--- src/rtl/i_cache_direct.sv ---
// Direct-mapped read-only instruction cache: combinational hit path on the fetch port,
// single-line refill from instruction memory through a three-state miss FSM.
module i_cache_direct #(
   parameter int WORD_SIZE   = 16,
   parameter int INDEX_BITS  = 3,
   parameter int OFFSET_BITS = 2
) (
   input  logic                                  Clk,
   input  logic                                  Reset,
   input  logic                                  cpu_readM,
   input  logic [WORD_SIZE-1:0]                  cpu_address,
   output logic [WORD_SIZE-1:0]                  cpu_data,
   output logic                                  cpu_ready,
   input  logic                                  flush,
   output logic                                  mem_readM,
   output logic [WORD_SIZE-1:0]                  mem_address,
   input  logic [WORD_SIZE*(2**OFFSET_BITS)-1:0] mem_data,
   input  logic                                  mem_ready,
   output logic [WORD_SIZE-1:0]                  hit_count,
   output logic [WORD_SIZE-1:0]                  miss_count
);

   localparam int LINES     = 2**INDEX_BITS;
   localparam int LINE_BITS = WORD_SIZE*(2**OFFSET_BITS);
   localparam int TAG_BITS  = WORD_SIZE - INDEX_BITS - OFFSET_BITS;

   typedef enum logic [1:0] {S_IDLE, S_FETCH, S_REFILL} state_t;

   state_t                 r_state;
   state_t                 w_next_state;
   logic [LINES-1:0]       r_valid;
   logic [TAG_BITS-1:0]    r_tags  [LINES];
   logic [LINE_BITS-1:0]   r_lines [LINES];
   logic [WORD_SIZE-1:0]   r_line_addr;
   logic [WORD_SIZE-1:0]   r_last_data;
   logic [WORD_SIZE-1:0]   r_hit_count;
   logic [WORD_SIZE-1:0]   r_miss_count;

   logic [OFFSET_BITS-1:0] w_offset;
   logic [INDEX_BITS-1:0]  w_index;
   logic [TAG_BITS-1:0]    w_tag;
   logic [INDEX_BITS-1:0]  w_fill_index;
   logic [TAG_BITS-1:0]    w_fill_tag;
   logic [LINE_BITS-1:0]   w_sel_line;
   logic [WORD_SIZE-1:0]   w_word;
   logic                   w_hit;
   logic                   w_miss;
   logic                   w_fill;

   assign w_offset     = cpu_address[OFFSET_BITS-1:0];
   assign w_index      = cpu_address[OFFSET_BITS +: INDEX_BITS];
   assign w_tag        = cpu_address[WORD_SIZE-1 -: TAG_BITS];
   assign w_fill_index = r_line_addr[OFFSET_BITS +: INDEX_BITS];
   assign w_fill_tag   = r_line_addr[WORD_SIZE-1 -: TAG_BITS];
   assign w_sel_line   = r_lines[w_index];
   assign w_word       = w_sel_line[int'(w_offset)*WORD_SIZE +: WORD_SIZE];

   assign w_hit  = !Reset && (r_state == S_IDLE) && cpu_readM
                   && r_valid[w_index] && (r_tags[w_index] == w_tag);
   assign w_miss = (r_state == S_IDLE) && cpu_readM && !w_hit;
   // A response is only accepted while a refill is outstanding.
   assign w_fill = (r_state == S_FETCH) && mem_ready;

   assign cpu_ready   = w_hit;
   assign cpu_data    = Reset ? '0 : (w_hit ? w_word : r_last_data);
   assign mem_readM   = !Reset && (r_state == S_FETCH);
   assign mem_address = r_line_addr;
   assign hit_count   = r_hit_count;
   assign miss_count  = r_miss_count;

   always_comb begin
      // NOTE: default first so every path assigns w_next_state and no latch is inferred.
      w_next_state = r_state;
      case (r_state)
         S_IDLE:   if (w_miss) w_next_state = S_FETCH;
         S_FETCH:  if (mem_ready) w_next_state = S_REFILL;
         S_REFILL: w_next_state = S_IDLE;
         default:  w_next_state = S_IDLE;
      endcase
   end

   // NOTE: sequential state uses non-blocking assignments so all registers see pre-edge values.
   always_ff @(posedge Clk) begin
      if (Reset) begin
         r_state      <= S_IDLE;
         r_valid      <= '0;
         r_line_addr  <= '0;
         r_last_data  <= '0;
         r_hit_count  <= '0;
         r_miss_count <= '0;
      end else begin
         r_state <= w_next_state;
         // Flush beats a same-edge refill: the line is left invalid.
         if (flush) begin
            r_valid <= '0;
         end else if (w_fill) begin
            r_valid[w_fill_index] <= 1'b1;
         end
         if (w_miss) begin
            r_line_addr  <= {cpu_address[WORD_SIZE-1:OFFSET_BITS], {OFFSET_BITS{1'b0}}};
            r_miss_count <= r_miss_count + 1'b1;
         end
         if (w_hit) begin
            r_last_data <= w_word;
            r_hit_count <= r_hit_count + 1'b1;
         end
      end
   end

   // NOTE: tag/data arrays are not reset; the valid bits alone gate their use.
   always_ff @(posedge Clk) begin
      if (!Reset && w_fill) begin
         r_tags[w_fill_index]  <= w_fill_tag;
         r_lines[w_fill_index] <= mem_data;
      end
   end

endmodule

--- config.mk ---
export PLATFORM = sky130hd
export DESIGN_NAME = i_cache_direct
export DESIGN_NICKNAME = d
export VERILOG_FILES = /design/src/rtl/i_cache_direct.sv
export SDC_FILE = /design/constraint.sdc
export NUM_CORES = 1
export LEC_CHECK = 0
export BUFFER_PORTS_ARGS = -buffer_cell sky130_fd_sc_hd__buf_2
export CAP_MARGIN = 40
export CORE_ASPECT_RATIO = 0.6
export CORE_MARGIN = 2
export CORE_UTILIZATION = 55
export DETAILED_ROUTE_END_ITERATION = 7
export GPL_TIMING_DRIVEN = 0
export PLACE_DENSITY = 0.73
export SLEW_MARGIN = 0
export SYNTH_ARGS = -nofsm -noshare
export SYNTH_HDL_FRONTEND = slang
export SYNTH_SLANG_ARGS = --single-unit
--- constraint.sdc ---
create_clock -name Clk -period 8 [get_ports Clk]
set_input_delay 0.4 -clock Clk [delete_from_list [all_inputs] [get_ports Clk]]
set_output_delay 0.4 -clock Clk [all_outputs]
set_load 0.02 [all_outputs]
; ---- After elaboration in Yosys (flattened, before gate mapping)
; Memories as Yosys holds them, arrays and structs flattened.
; Cells that the tools add are included.
[classes]
addsub = 2
bitwise_logic = 1
muxes = 11
eq_ne = 4
magnitude_cmp = 3
shift = 1
n_reduce_logical = 15
[op_table]
columns = cell, count
row1 = variable part select 64 x 7 -> 16 bit, 1
row2 = adder 16 x 1 -> 16 bit (second input constant), 2
row3 = 2-to-1 mux 16 bit, 2
row4 = equality test 11 bit, 1
row5 = logical AND 1 bit, 10
row6 = less-than comparator 3 x 4 -> 1 bit (second input constant), 2
row7 = OR 8 bit, 1
row8 = 2-to-1 mux 1 bit, 4
row9 = 2-to-1 mux 2 bit, 2
row10 = inequality test 2 bit (second input constant), 2
row11 = case mux 2 bit (2 select lines), 1
row12 = binary-select mux 1 bit (select 3 bit), 1
row13 = demux 1 bit (select 3 bit), 1
row14 = >= comparator 3 x 1 -> 1 bit (second input constant), 1
row15 = equality test 2 x 1 -> 1 bit (second input constant), 1
row16 = logical NOT 1 bit, 2
row17 = logical NOT 2 bit, 1
row18 = AND reduction 2 bit, 1
row19 = OR reduction 2 bit, 1
[word_totals]
ramBits = 600
regBits = 72
word_cells = 45
memories = 2
[mem_list]
columns = name, words, width, rd, rd_ports_with_merged_regs, wr, line_no
row1 = r_lines, 8, 64, 1, 0, 1, 33  ; logic [LINE_BITS-1:0] r_lines [LINES];
row2 = r_tags, 8, 11, 1, 0, 1, 32  ; logic [TAG_BITS-1:0] r_tags [LINES];

; ---- Depth between registers and ports, before layout
; Gate-level depths: netlist (run 1).
[logic_depth]
depth_word = 9
ltp_mapped = 12

; ---- Worst setup path before layout (run 1)
; No wires, ideal clock.
[synth_path]
path_type = reg2reg
from = register r_state[0]
to = memory r_lines[0][0] in the netlist's numbering (enable)
path_stages_with_launch = 5
period_less_slack_ns = 6.682
t_arrival_ns = 6.082
slack_ns = 1.318
t_required_ns = 7.400
setup_ns = 0.600
path_cell_list = dfxtp_1 nor2b_1 nand2_1 or3_1 nor3_1
[synth_via]
elab_chain_len = 5
[synth_rtl]
columns = item, line_no
row1 = from (decl), 29  ; state_t r_state;
row2 = from (signal assigned), 92  ; r_state <= w_next_state;
row3 = equality test 2 x 1 -> 1 bit, 62  ; assign w_fill = (r_state == S_FETCH) && mem_ready;
row4 = logical AND 1 bit, 62
row5 = logical AND 1 bit, 112  ; if (!Reset && w_fill) begin
row6 = 2-to-1 mux 1 bit, 112
row7 = 2-to-1 mux 1 bit (implied by the code), 114  ; r_lines[w_fill_index] <= mem_data;
row8 = to (decl), 33
; Every way passes these cells.

; ---- Worst setup path in the final report (run 1)
[layout_path]
from = memory r_tags[4][0] in the netlist's numbering
to = output port cpu_data[14]
[layout_via]
elab_chain_len = 5
[layout_rtl]
columns = item, line_no
row1 = from (decl), 32
row2 = memory (8 x 11 bit), -
row3 = equality test 11 bit, 59  ; && r_valid[w_index] && (r_tags[w_index] == w_tag);
row4 = logical AND 1 bit, 59
row5 = 2-to-1 mux 16 bit, -
row6 = 2-to-1 mux 16 bit, 65  ; assign cpu_data = Reset ? '0 : (w_hit ? w_word : r_last_data);
row7 = to (decl), 12  ; output logic [WORD_SIZE-1:0] cpu_data,
; Every way passes these cells.

==> metrics.txt, run 1 <==
Crit Path Category register to output pin; clock transition at the registers of the reported paths 70 ps; Final setup viols 0; HPWL Detailed 40200 um; synth unique cells 44; peak supply drop 0.000197 V; via/cell ratio 6.15; YS warnings 0; Syn Inst Count 1207; # DRC 0; Fin. Hold Viols 0; num rows 61; Lkg Pwr between 9 and 10 nW; Synth Register Bits between 600 and 700; H-tree Lvls 2; fmax around 220 MHz; Die Ht ~170 um; Slew headroom a little over 40%; Total GRT Usage roughly 24%; CTS sink cnt around 670; Initial Util 55.7%; Final Util 64.7%; FILL cells approximately 3000; Final Instance Count excl. Fillers 2161; Final Critical Period 4610 ps; post-placement cell count 2046; status finished, final reports clean; Post-Syn Area about 26000 um^2; Hold Path Class input pin to register; measured slew at the worst slew-check pin 887 ps; Worst EP arrival 4210 ps; DRT iter0 DRCs 1625; ANT nets after route 0; max-cap violations 0; pwr dens between 200 and 250 nW/um^2; met1 wire length 24900 um; area delta synth->final 16.2%; largest net degree at the start of global routing 25; post_cts resized 0; ys async rst share 0%; # IOs 151; CTS Buf Count 57; nets@finish 1565; Seq/Total Area, Yosys around three quarters; post-synth top area cell edfxtp_1; Via Count approximately 13000; number of global-route vias before repair 13248; share of layout cells above drive strength 1 33.9%; Setup crit end kind output pin; I/O Buffers roughly 150; die area 48700 um^2; DR top layer met5; RSZ-0062 raised after global routing no; worst-skew pair later-pin latency 610 ps; Met3 Wirelength between 4000 and 5000 um; CTS Buffer Depth 3; grt total ovfl 0; clock skew 36.3 ps; fin. max-slew vios 0; global-route wire length before repair 86100 um; CP Max Fanout 10; initial antenna violation count 9; DIE WIDTH 284 um; CTS Root Cell clkbuf_16; synth top area cells edfxtp_1, mux4_2, dfxtp_1, mux2i_1, nor2_1; Critical Path Source Type register; CTS tree built; Final Cycle Share 57.6%; number of flops mapped to enable cells by yosys 600; Mapped Avg Cell Area 21.4 um^2; final wirelength 58700 um; Primary FF master, synth edfxtp_1; top cell type's share of synthesized area 69.9%; DRT Pass-1 Iters 8; GPL Wtd Cong just over 0.8; wire length per cell 27.1 um; met2 wire length 27500 um; WP data required between 7000 and 8000 ps; core region area 46300 um^2
[stage by stage]
step                      hold WS, ps  setup slack [ps]  power, W   TNS, ps  cell area (um^2)
final                            54.8              3390   0.00689         0             30000
after global routing             54.1              3160   0.00708         0             30000
after CTS                        32.3              3280   0.00692         0             29900
after detailed placement          457              3380   0.00429         0             28200
after global placement            445             -3920   0.00427  -1143380             27300
after floorplan                   432              1320   0.00413         0             25800
[layout by cell type, fill, tap and decap left out, drive strengths merged, types with 14 or more instances in the layout]
master    n
buf     242
dfxtp    72
edfxtp  600
mux4    184
or3      15
o21ai    14
nor2     52
clkinv   21
nand2    16
a21oi    24
mux2i    44
a211oi   16
clkbuf  107
[registers in the layout, summed over array words and instances, names as in the netlist]
signal / cells
mem_address: 14
r_tags: 88
r_last_data: 16
r_valid: 8
miss_count: 16
r_state: 2
r_lines: 512
hit_count: 16
[cells by family (layout without fill, tap and decap cells)]
| kind of cell | after synthesis | after routing | synth area share, % |
|---|---|---|---|
| compound gates | 76 | 76 | 1.87 |
| xor+xnor | 16 | 16 | 0.543 |
| fa+ha+maj | 2 | 2 | 0.0970 |
| buf+inv | 76 | 391 | 1.41 |
| flops | 672 | 672 | 75.5 |
| mux | 229 | 229 | 17.9 |
| other cells | 1 | 10 | 0.0145 |
| simple gates | 135 | 135 | 2.70 |
[timing repair]
| action | in CTS | in global routing |
|---|---|---|
| endpoints found under the hold margin | 3 | 0 |
| setup buffers | 0 | 0 |
| hold buffers | 1 | 0 |
[where the power goes]
part / leakage [nW] / internal, W / switching (W) / total [W]
clock network: 0.863 / 0.00146 / 0.00121 / 0.00267
logic: 3.12 / 0.000154 / 0.000205 / 0.000359
registers: 5.96 / 0.00384 / 0.0000173 / 0.00385
[worst max-delay path: stages, from the launching register on]
cell and delay, ps:
edfxtp_1 380, mux4_1 520, mux2i_1 170, xor2_1 200, nand4_2 330, nor3_1 440, buf_2 280, buf_2 290
nor2_1 80, a211oi_1 610, buf_2 290
[synth_stat cells, types with 3 or more instances]
| cell | instances |
|---|---|
| edfxtp_1 | 600 |
| mux4_2 | 178 |
| dfxtp_1 | 72 |
| nor2_1 | 52 |
| mux2i_1 | 44 |
| clkbuf_1 | 33 |
| a21oi_1 | 24 |
| buf_2 | 22 |
| a211oi_1 | 16 |
| nand2_1 | 16 |
| or3_1 | 15 |
| o21ai_0 | 14 |
| xor2_1 | 13 |
| nor3_1 | 11 |
| inv_1 | 10 |
| nand4_1 | 9 |
| o31ai_1 | 7 |
| or4_1 | 7 |
| mux4_1 | 6 |
| o21a_1 | 6 |
| and3_1 | 5 |
| nor2b_1 | 5 |
| buf_1 | 4 |
| a31o_2 | 3 |
| buf_4 | 3 |
| buf_6 | 3 |
| nand3_1 | 3 |
| nand4_2 | 3 |
| xnor2_1 | 3 |
[area by class of cell]
type	instances	area, um^2	area share, %
clock buffers	73	1510	5.03
well taps	630	788	2.63
clock inverters	31	264	0.881
inverters	10	37.5	0.125
diodes	8	20.0	0.0668
multi-input cells	460	6020	20.1
flip-flops and latches	672	19500	64.9
repair buffers	211	1550	5.17
plain buffers	66	325	1.09
[final timing paths]
| kind | depth (start not counted) | from | end | slack, ps |
|---|---|---|---|---|
| max | 10 | r_tags[4][0] | cpu_data[14] | 3390 |
| min | 1 | mem_data[63] | r_lines[1][63] | 50 |
| max reg2reg | 9 | r_tags[4][0] | r_last_data[14] | 4520 |
| min reg2reg | 1 | r_valid[0] | r_valid[0] | 480 |
[routing by layer]
metal | GRT usage, % | vias to the layer above
li1 | - | 5595
met3 | 5.31 | 97
met1 | 35.4 | 7030
met2 | 37.9 | 559
met5 | 0 | -
met4 | 7.34 | 4
(Power assumes the default switching activity.)
==> inputs of run 2 (changes only) <==
==> constraint.sdc (replaced) <==
create_clock -name Clk -period 4.33 [get_ports Clk]
set_input_delay 0.2165 -clock Clk [delete_from_list [all_inputs] [get_ports Clk]]
set_output_delay 0.2165 -clock Clk [all_outputs]
set_load 0.02 [all_outputs]
==> metrics.txt, run 2 (same netlist as run 1, synthesis figures left out) <==
status finished, final reports clean; sequential share of power about 56%; HPWL Detailed 39500 um; final wirelength about 60000 um; # IOs 151; core region area 46300 um^2; max-cap violations 0; DIE WIDTH roughly 280 um; Area after DPL 28200 um^2; biggest regs r_lines x512, r_tags x88; worst-skew pair later-pin latency 600 ps; reg2reg start r_tags[7][1]; I/O Buffers 145; combinational share of power 5.8%; wire length per cell 27.1 um; share of layout cells above drive strength 1 a little under a third; measured slew at the worst slew-check pin 944 ps; clock transition at the registers of the reported paths 60 ps; CP Max Fanout 10; WHS Path Cells 5; Sw Ratio 21.2%; most used cell, CP buf_2; post-placement cell count 2029; DRT iter0 DRCs around 1600; hold_ws 219 ps; WP data required 4110 ps; peak supply drop 0.000344 V; fin. max-slew vios 0; clock skew between 20 and 30 ps; R2R cell count 9; nets@finish 1625; worst r2r dst miss_count[1]; crit-path cells mux4_2 > mux2i_1 > xor2_1 > nand4_2 > nor3_2 > buf_2 > buf_2 > nor2_1 > a211oi_2 > buf_2; WHS Endpoint miss_count[3]; Crit Path Category register to output pin; ANT nets after route 0; slowest CP cell mux4_2; # DRC 0; TNS Setup 0 ps; CTS tree built; Top reg by flops r_lines; CTS sink cnt between 600 and 700; Finished Cell Area 30800 um^2; Initial Util between 50% and 60%; CTS Buf Count 56; total power draw about 0.013 W; Via Count 13648; Lkg Pwr 10.2 nW; area delta synth->final 19.3%; GPL Wtd Cong between 0.8 and 0.9; Final setup viols 0; Hold Path Class input pin to register; Worst EP arrival 3840 ps; RSZ-0062 raised after global routing no; internal cell power just under 0.01 W; Worst Setup SP r_tags[7][1]; num rows a little over 60; Final Cycle Share between 90% and 100%; Total GRT Usage about 25%; Critical Path Source Type register; commonest non-fill, non-tap cell in the layout edfxtp_1; DRT Pass-1 Iters 5; Final Instance Count excl. Fillers 2214; via/cell ratio approximately 6.2; Fin. Hold Viols 0; hold path start cpu_readM; R2R setup slack 1150 ps; die area 48700 um^2; fmax 247 MHz; grt total ovfl 0; CTS Root Cell clkbuf_16; CTS Buffer Depth 3; FILL cells 2987; Clk pwr share between 30% and 40%; Die Ht 172 um; critical path's largest stage delay 490 ps; number of global-route vias before repair 13740; Setup crit end kind output pin; Final Critical Period 4050 ps; commonest cells after routing, fill and taps aside edfxtp_1, mux4_2, buf_2; initial antenna violation count 3; Net Switching approximately 0.0027 W; Slew headroom 37.1%; global-route wire length before repair between 80000 and 90000 um; Largest register FFs 512; H-tree Lvls 2; largest net degree at the start of global routing 23; pwr dens 410 nW/um^2
==> run 2: cell count changes in the layout (fill, tap and decap cells not counted), moves of 4 or more <==
cell and change:
clkinv_1 +7, buf_8 +14, buf_16 +5, buf_6 -11, clkbuf_1 -6, diode_2 -7
dlygate4sd3_1 +77, clkinv_2 -5, buf_4 -25, nor3_4 +4
==> run 2: worst max-delay path by stage <==
stage | depth (start not counted) | endpoint | slack [ps]
2_1_floorplan | 5 | r_lines[2][0] | 50
3_3_place_gp | 4 | r_lines[3][25] | -3310
3_5_place_dp | 12 | cpu_data[10] | 210
4_1_cts | 10 | cpu_data[10] | 0.3
5_1_grt | 10 | cpu_data[12] | 110
6_report | 10 | cpu_data[11] | 280
==> run 2: metal layers <==
metal	up-vias	wire length (um)	track usage (%)
li1	5731	-	-
met1	7198	25300	36.1
met2	624	28900	39.7
met3	91	4720	4.63
met4	4	1150	5.77
met5	-	21	0
==> run 2: cell type report <==
cell class / count / area (um^2) / share of cell area [%]
inverter: 10 / 37.5 / 0.122
multi-input combinational: 460 / 6060 / 19.7
clock buffer: 69 / 1500 / 4.88
tap: 630 / 788 / 2.56
buffer: 66 / 325 / 1.06
antenna: 1 / 2.50 / 0.00813
sequential: 672 / 19500 / 63.2
clock inverter: 34 / 215 / 0.699
timing repair buffer: 272 / 2380 / 7.73
==> run 2: metrics by stage <==
stage	worst slack [ps]	util, %
4_1_cts	0.309	66.3
3_3_place_gp	-3310	59.0
5_1_grt	108	66.4
3_5_place_dp	211	60.9
2_1_floorplan	51.5	-
6_report	275	66.4
==> run 2: power by group through the flow <==
stage               Sequential, W  Combinational, W  Clock (W)
finish                    0.00712          0.000727    0.00478
global placement          0.00726          0.000620          0
CTS                       0.00712          0.000726    0.00486
floorplan                 0.00727          0.000363          0
global route              0.00712          0.000773    0.00509
detailed placement        0.00726          0.000662          0
==> run 2: critical path, delay by kind of cell, from the launching register on <==
family | cells | cell delay [ps]
DFF | 1 | 360
buffers and inverters | 3 | 790
xor gates and xnor gates | 1 | 210
and+or+nand+nor | 3 | 790
AOI/OAI and AO/OA | 1 | 330
muxes | 2 | 750
==> run 2: repair_timing <==
| action | CTS | global route |
|---|---|---|
| hold endpoints to repair | 535 | 0 |
| setup endpoints to repair | 1 | 3 |
| resized for setup | 1 | 2 |
| setup buffers | 0 | 0 |
| hold buffers | 78 | 0 |
